==> config.mk <==
export PLATFORM = sky130hd
export DESIGN_NAME = sat_counter
export DESIGN_NICKNAME = d
export VERILOG_FILES = /design/src/rtl/seq_checker_sat_counter.sv
export SDC_FILE = /design/constraint.sdc
export NUM_CORES = 1
export LEC_CHECK = 0
export CAP_MARGIN = 25
export CELL_PAD_IN_SITES_DETAIL_PLACEMENT = 0
export CELL_PAD_IN_SITES_GLOBAL_PLACEMENT = 1
export CORE_AREA = 5 5 58 60
export CTS_BUF_LIST = sky130_fd_sc_hd__clkbuf_8
export CTS_CLUSTER_DIAMETER = 100
export CTS_CLUSTER_SIZE = 20
export DETAILED_ROUTE_END_ITERATION = 10
export DIE_AREA = 0 0 63 65
export GPL_ROUTABILITY_DRIVEN = 0
export GPL_TIMING_DRIVEN = 0
export PLACE_DENSITY = 0.72
export SYNTH_ARGS = -nofsm -noshare
export SYNTH_HDL_FRONTEND = slang
export SYNTH_SLANG_ARGS = --single-unit
==> constraint.sdc <==
create_clock -name clk -period 3 [get_ports clk]
set_input_delay 0.9 -clock clk [delete_from_list [all_inputs] [get_ports clk]]
set_output_delay 0.9 -clock clk [all_outputs]
set_load 0.03 [all_outputs]
==> src/rtl/seq_checker_sat_counter.sv <==
// Saturating up-counter with synchronous clear; clear wins over a same-cycle increment.
module sat_counter #(
    parameter int W = 16
) (
    input  logic         clk,
    input  logic         rst,
    input  logic         inc,
    input  logic         clr,
    output logic [W-1:0] cnt
);

    logic [W-1:0] cnt_q, cnt_d;

    always_comb begin
        cnt_d = cnt_q;
        if (clr) begin
            cnt_d = '0;
        end else if (inc && (cnt_q != '1)) begin
            cnt_d = cnt_q + 1'b1;
        end
    end

    always_ff @(posedge clk) begin
        if (rst) begin
            cnt_q <= '0;
        end else begin
            cnt_q <= cnt_d;
        end
    end

    assign cnt = cnt_q;

endmodule

==> metrics.yaml, run 1 <==
status: "complete, no violations"
cp_max_fo: 7
critPathBufInv: 1
ir_worst_vdd_v: 0.000168
drv_slew: 0
ctsHoldBuffers: 0
grt_overflow: 0
wirelength_um: 2210
min_period_ps: 2340
rsz0062_at_grt: "false"
vias_per_cell: 5.43
critPathMaxStageDelay_ps: 730
crit_type: "register to output pin"
drive_above_1_share_pct: 14.5
ys_ff_latch: 16
critPathCaptureType: "output pin"
vias: 853
netlist_area_um2: 917
arrival_ps: 1440
crit_slowest_cell: "clkdlybuf4s50_1"
h-tree-depth: 1
setup-violations-final: 0
die_h_um: 65
ios: 20
num_antenna_cells: 0
clk_latency_ps: 240
finalCritPeriodShare_pct: 78.2
synth_top_area_share_pct: 34.9
worst_pin_slew_ps: 443
first_pass_iters: 4
synthesis.nets: 107
final_common_cell: "clkdlybuf4s50_1"
critPathRequiredTime_ps: 2100
hold_path_class: "register to register"
tritoncts: "built"
regArea_um2: 320
tns_ps: 0
maxCapViolations: 0
seq_area_frac_synth_pct: 34.9
netlist_instances: 102
wire_per_inst_um: 14.1
grt_first_pass_wirelength_um: 3880
initialDrtViolationCount: 13
synth_area_leaders: "dfxtp_1 35%, mux2i_1 6.5%, nand2_1 5.3%, a21oi_1 3.3%, a31oi_1 2.7%"
clock_path_buffers: 2
synth.avg_cell_area_um2: 8.99
dpl.hpwl_um: 1650
port-buffer-count: 19
final_cells: 157
grt_antenna_before_repair: 0
hold_violations: 0
numCtsBuffers: 3
netlist-cell-type-count: 36
yosysWarnings: 0
path_cells: "clkdlybuf4s50_1"
p_per_area_nw_per_um2: 333
r2r_slack_ps: 1390
largest_reg_flops: 16
met3_length_um: 122
p_leak_uw: 0.000416
final_antenna_net_count: 0
postCtsSetupRepairBufs: 0
path_clk_slew_ps: 60
critPathTopFamily: "buffers and inverters"
grt.total_usage_pct: 11.5
top_layer: "met4"
dieArea_um2: 4100
routed-wl-met2_um: 1020
fin_nets: 131
finalClockSkew_ps: 2.07
post_cts_resized: 0
worstSetupStartpointType: "register"
dp_cells: 154
multi_input_area_um2: 551
drc: 0
die_w_um: 63
rows: 20
max_freq_ghz: 0.426
synth_top_area_cell: "dfxtp_1"
slew_headroom_pct: 70.2
grt_pass1_vias: 899
nFillCells: 278
core_um2: 2880
root_buffer: "clkbuf_8"
most-common-layout-cells: "19 x clkdlybuf4s50_1, 16 x dfxtp_1, 13 x nand2_1"
grt_max_degree: 11
syn2layout_area_growth_pct: 29.7
met1_length_um: 1060
initial_core_util_pct: 31.9
cts_sinks: 16
## worst register-to-register path: stages (launching register included)
cell and delay (ps):
dfxtp_1 410, ha_1 220, and4_4 260, and3_1 170
buf_4 140, a31oi_1 90, a311oi_1 230
## through the flow
step	power (uW)	util [%]	hold WS, ps	instance area (um^2)	worst slack, ps
2_1_floorplan	230	-	599	917	1210
3_3_place_gp	241	39.9	489	1150	530
3_5_place_dp	241	39.9	502	1150	548
4_1_cts	400	41.3	513	1190	644
5_1_grt	411	41.3	540	1190	605
6_report	396	41.3	508	1190	655
## path summary, 6_finish.rpt
check / from / cells past startpoint / to
worst min register to register: cnt[1]$_SDFFE_PP0P_ / 2 / cnt[1]$_SDFFE_PP0P_
worst max register to register: cnt[0]$_SDFFE_PP0P_ / 6 / cnt[12]$_SDFFE_PP0P_
worst min-delay path: cnt[1]$_SDFFE_PP0P_ / 2 / cnt[1]$_SDFFE_PP0P_
worst max-delay path: cnt[13]$_SDFFE_PP0P_ / 1 / cnt[13]
## final cells by class
class | instances | share of cell area [%]
multi-input cells | 80 | 46.3
flip-flops and latches | 16 | 26.9
repair buffers | 19 | 16.0
plain buffers | 5 | 3.58
clock buffers | 3 | 3.47
well taps | 33 | 3.47
inverters | 1 | 0.315
## where the power goes
group	internal (uW)	switching (uW)
sequential	213	1.24
clock	88.9	70.7
combinational	9.93	11.6
total	312	83.5
## cells in the mapped netlist
master / instances
a2111o_1: 2
a211oi_1: 3
a211oi_2: 1
a21boi_0: 1
a21oi_1: 6
a311oi_1: 1
a31oi_1: 4
a41o_1: 1
and2_1: 2
and2_2: 2
and3_1: 3
and3_2: 1
and3_4: 2
and4_4: 1
buf_1: 1
buf_4: 1
buf_6: 2
dfxtp_1: 16
dlygate4sd1_1: 1
ha_1: 1
inv_1: 1
mux2i_1: 6
nand2_1: 13
nand3_1: 5
nand4_1: 3
nand4_4: 1
nor2_1: 2
nor3_1: 2
nor3_4: 1
o2111a_1: 1
o2111ai_1: 1
o21ai_0: 4
o21ai_1: 2
or2_1: 1
or3_1: 4
or3_2: 3
## cell families after synthesis
kind of cell,share of synthesized area (%)
AOI/OAI and AO/OA,20.6
adders and majority gates,1.36
buffers and inverters,5.05
DFF,34.9
muxes,6.55
and+or+nand+nor,31.5
## per-layer routing
metal,track usage [%],vias up
li1,-,437
met1,12.8,393
met2,19.7,21
met3,3.64,2
met4,5.57,0
met5,0,-
(Power assumes the default switching activity.)
==> inputs of run 2 (changes only) <==
--- a/config.mk
+++ b/config.mk
@@ -16,7 +16,7 @@
 export DIE_AREA = 0 0 63 65
 export GPL_ROUTABILITY_DRIVEN = 0
 export GPL_TIMING_DRIVEN = 0
-export PLACE_DENSITY = 0.72
+export PLACE_DENSITY = 0.75
 export SYNTH_ARGS = -nofsm -noshare
 export SYNTH_HDL_FRONTEND = slang
 export SYNTH_SLANG_ARGS = --single-unit
==> constraint.sdc (replaced) <==
create_clock -name clk -period 2.15 [get_ports clk]
set_input_delay 0.645 -clock clk [delete_from_list [all_inputs] [get_ports clk]]
set_output_delay 0.645 -clock clk [all_outputs]
set_load 0.03 [all_outputs]
==> metrics.yaml, run 2 (same netlist as run 1, synthesis figures left out) <==
path_cells: "clkdlybuf4s50_1"
worst_slack_ps: 84.0
setup-violations-final: 0
critPathMaxStageDelay_ps: 730
multi_input_area_um2: 551
syn2layout_area_growth_pct: 31.5
place_ws_ps: -56.3
slew_headroom_pct: 71.0
critPathBufInv: 1
final_common_cell: "clkdlybuf4s50_1"
critPathCaptureType: "output pin"
cts_sinks: 16
max_freq_ghz: 0.484
fin_nets: 131
drive_above_1_share_pct: 15.2
critPathTopFamily: "buffers and inverters"
rsz0062_at_grt: "false"
crit_slowest_cell: "clkdlybuf4s50_1"
arrival_ps: 1420
wirelength_um: 2160
critPathRequiredTime_ps: 1500
status: "complete, no violations"
cp_max_fo: 8
worst_pin_slew_ps: 435
finalCritPeriodShare_pct: 96.1
clk_latency_ps: 250
grt_antenna_before_repair: 0
hold_path_class: "register to register"
grt.total_usage_pct: 11.6
largest_reg_flops: 16
grt_pass1_vias: 822
final_cell_area_um2: 1210
die_w_um: 63
h-tree-depth: 1
port-buffer-count: 19
finalClockSkew_ps: 1.00
maxCapViolations: 0
ir_worst_vdd_v: 0.000453
p_per_area_nw_per_um2: 496
dieArea_um2: 4100
drv_slew: 0
postCtsSetupRepairBufs: 0
finalPower_uw: 599
dp_cells: 154
vias: 875
clock_path_buffers: 2
ctsHoldBuffers: 0
grt_overflow: 0
hold_violations: 0
worstSetupStartpointType: "register"
dpl.hpwl_um: 1630
initialDrtViolationCount: 11
num_antenna_cells: 0
initial_core_util_pct: 31.9
grt_max_degree: 11
final_antenna_net_count: 0
root_buffer: "clkbuf_8"
core_um2: 2880
die_h_um: 65
numCtsBuffers: 3
vias_per_cell: 5.54
regArea_um2: 320
p_leak_uw: 0.000442
grt_first_pass_wirelength_um: 3870
first_pass_iters: 4
path_clk_slew_ps: 70
drc: 0
ios: 20
most-common-layout-cells: "18 x clkdlybuf4s50_1, 16 x dfxtp_1, 13 x nand2_1"
tritoncts: "built"
dpl-instance-area_um2: 1150
tns_ps: 0
wire_per_inst_um: 13.7
rows: 20
final_cells: 158
nFillCells: 302
min_period_ps: 2070
crit_type: "register to output pin"
[run 2: changes by cell type in the layout (fill, tap and decap cells not counted)]
cell,delta
clkbuf_8,+1
dlymetal6s2s_1,+1
clkdlybuf4s50_1,-1
[run 2: layout make-up]
class                           count  area share [%]
Tap cell                           33            3.42
Sequential cell                    16            26.6
Buffer                              5            3.53
Inverter                            1           0.311
Clock buffer                        4            4.56
Timing Repair Buffer               19            16.0
Multi-Input combinational cell     80            45.6
[run 2: layer usage]
| metal | global-route usage (%) | up-vias | routed length, um | part of all wire, % |
|---|---|---|---|---|
| li1 | - | 436 | - | - |
| met1 | 15.2 | 422 | 1060 | 49 |
| met2 | 18.3 | 13 | 1020 | 47 |
| met3 | 2.77 | 4 | 58 | 2.7 |
| met4 | 3.98 | 0 | 27 | 1.2 |
| met5 | 0 | - | 0 | 0 |
[run 2: path summary, 6_finish.rpt]
check                      startpoint              endpoint  slack [ps]  depth (start not counted)
hold / removal    cnt[1]$_SDFFE_PP0P_   cnt[1]$_SDFFE_PP0P_         510                          2
hold reg to reg   cnt[1]$_SDFFE_PP0P_   cnt[1]$_SDFFE_PP0P_         510                          2
setup / recovery  cnt[7]$_SDFFE_PP0P_                cnt[7]          80                          1
setup reg to reg  cnt[0]$_SDFFE_PP0P_  cnt[12]$_SDFFE_PP0P_         600                          6
[run 2: power by group]
group | leakage, uW | internal [uW] | switching (uW)
sequential | 0.000129 | 298 | 1.68
combinational | 0.000285 | 13.9 | 16.3
clock | 0.0000288 | 162 | 107
[run 2: repair_timing]
| item | 4_1_cts | 5_1_grt |
|---|---|---|
| endpoints found under the setup margin | 0 | 1 |
| endpoints found under the hold margin | 0 | 0 |
| resized for setup | 0 | 1 |
[run 2: stage by stage]
stage,hold slack (ps),util [%]
CTS,509,41.8
global route,543,41.9
floorplan,599,-
global placement,491,39.9
detailed placement,500,39.9
finish,508,41.9
==> inputs of run 3 (changes only) <==
--- a/config.mk
+++ b/config.mk
@@ -16,7 +16,9 @@
 export DIE_AREA = 0 0 63 65
 export GPL_ROUTABILITY_DRIVEN = 0
 export GPL_TIMING_DRIVEN = 0
-export PLACE_DENSITY = 0.75
+export PLACE_DENSITY = 0.78
+export SKIP_CTS_REPAIR_TIMING = 1
 export SYNTH_ARGS = -nofsm -noshare
 export SYNTH_HDL_FRONTEND = slang
 export SYNTH_SLANG_ARGS = --single-unit
+export TNS_END_PERCENT = 1
==> metrics.yaml, run 3 (same netlist as run 1, synthesis figures left out) <==
fin_nets: 131
critPathCaptureType: "output pin"
grt.total_usage_pct: 11.8
p_per_area_nw_per_um2: 498
h-tree-depth: 1
worst_pin_slew_ps: 417
power.internal_uw: 474
initial_core_util_pct: 31.9
final_cell_area_um2: 1200
r2r-end: "cnt[12]$_SDFFE_PP0P_"
grt_max_degree: 11
core_um2: 2880
max_freq_ghz: 0.484
slew_headroom_pct: 72.2
hold_violations: 0
wirelength_um: 2210
arrival_ps: 1420
dpl.hpwl_um: 1650
path_clk_slew_ps: 70
ir_worst_vdd_v: 0.000416
power.net_switching_uw: 125
nFillCells: 281
cp_max_fo: 6
p_seq_share_pct: 50.0
r2r_slack_ps: 520
place_ws_ps: -58.7
rsz0062_at_grt: "false"
worst_slack_ps: 84.9
grt_first_pass_wirelength_um: 4020
finalCritPeriodShare_pct: 96.0
maxCapViolations: 0
final_antenna_net_count: 0
worstSetupStartpointType: "register"
most-common-layout-cells: "18 x clkdlybuf4s50_1, 16 x dfxtp_1, 13 x nand2_1"
vias_per_cell: 5.45
status: "complete, no violations"
tritoncts: "built"
critPathMaxStageDelay_ps: 720
wire_per_inst_um: 14.0
final_common_cell: "clkdlybuf4s50_1"
ios: 20
initialDrtViolationCount: 28
p_leak_uw: 0.000439
hold_path_class: "register to register"
root_buffer: "clkbuf_8"
port-buffer-count: 19
clk_latency_ps: 250
dieArea_um2: 4100
die_w_um: 63
first_pass_iters: 4
grt_antenna_before_repair: 0
combPwrFrac_pct: 5.0
vias: 861
clock_path_buffers: 2
critPathBufInv: 1
cts_sinks: 16
reg2reg_from: "cnt[0]$_SDFFE_PP0P_"
finalClockSkew_ps: 3.09
rows: 20
numCtsBuffers: 3
switching_share_pct: 20.9
dpl-instance-area_um2: 1150
crit_slowest_cell: "clkdlybuf4s50_1"
fin_util_pct: 41.8
r2r_cells: 6
die_h_um: 65
num_antenna_cells: 0
min_path_cells: 2
crit_type: "register to output pin"
drc: 0
grt_pass1_vias: 919
critPathTopFamily: "buffers and inverters"
syn2layout_area_growth_pct: 31.1
min_from: "cnt[5]$_SDFFE_PP0P_"
path_cells: "clkdlybuf4s50_1"
critPathRequiredTime_ps: 1500
grt_overflow: 0
drive_above_1_share_pct: 16.0
setup-violations-final: 0
hold_path_end: "cnt[5]$_SDFFE_PP0P_"
largest_reg_flops: 16
drv_slew: 0
min_period_ps: 2070
clkPwrFrac_pct: 44.9
[run 3: through the flow]
| step | std cells | setup TNS, ps | hold slack (ps) | power [uW] |
|---|---|---|---|---|
| final | 158 | 0 | 516 | 599 |
| after CTS | 158 | 0 | 513 | 602 |
| after global routing | 158 | 0 | 546 | 614 |
| after floorplan | 102 | 0 | 599 | 322 |
| after global placement | 154 | -150 | 492 | 336 |
| after detailed placement | 154 | -266 | 500 | 336 |
[run 3: how the worst max path moves through the flow]
stage	startpoint	slack [ps]	endpoint	cells after the start
finish	cnt[12]$_SDFFE_PP0P_	80	cnt[12]	1
global route	cnt[9]$_SDFFE_PP0P_	30	cnt[9]	1
CTS	cnt[13]$_SDFFE_PP0P_	40	cnt[13]	1
detailed placement	inc	-60	cnt[9]$_SDFFE_PP0P_	5
global placement	inc	-40	cnt[11]$_SDFFE_PP0P_	5
floorplan	cnt[0]$_SDFFE_PP0P_	480	cnt[12]$_SDFFE_PP0P_	6
[run 3: power groups by stage]
stage | sequential [uW] | clock [uW] | combinational (uW)
6_report | 300 | 269 | 30.1
5_1_grt | 300 | 281 | 33.3
4_1_cts | 300 | 272 | 30.5
3_5_place_dp | 306 | 0 | 30.1
3_3_place_gp | 306 | 0 | 29.9
2_1_floorplan | 308 | 0 | 13.2
[run 3: per-layer routing]
layer | vias up | GRT usage [%] | wire length, um
met5 | - | 0 | 0
li1 | 434 | - | -
met1 | 399 | 14.9 | 1070
met4 | 0 | 2.39 | 10
met2 | 26 | 18.7 | 978
met3 | 2 | 5.03 | 151
[run 3: worst register-to-register path, stage by stage (launching register included)]
cell and delay, ps:
dfxtp_1 410, ha_1 230, and4_4 270, and3_1 160, buf_4 140, a31oi_1 100, a311oi_1 240
[run 3: cell type report]
type                            instances  area (um^2)  area share [%]
Sequential cell                        16          320            26.6
Clock buffer                            4         55.1            4.58
Timing Repair Buffer                   19          193            16.0
Inverter                                1         3.75           0.312
Tap cell                               33         41.3            3.43
Multi-Input combinational cell         80          551            45.8
Buffer                                  5         38.8            3.23
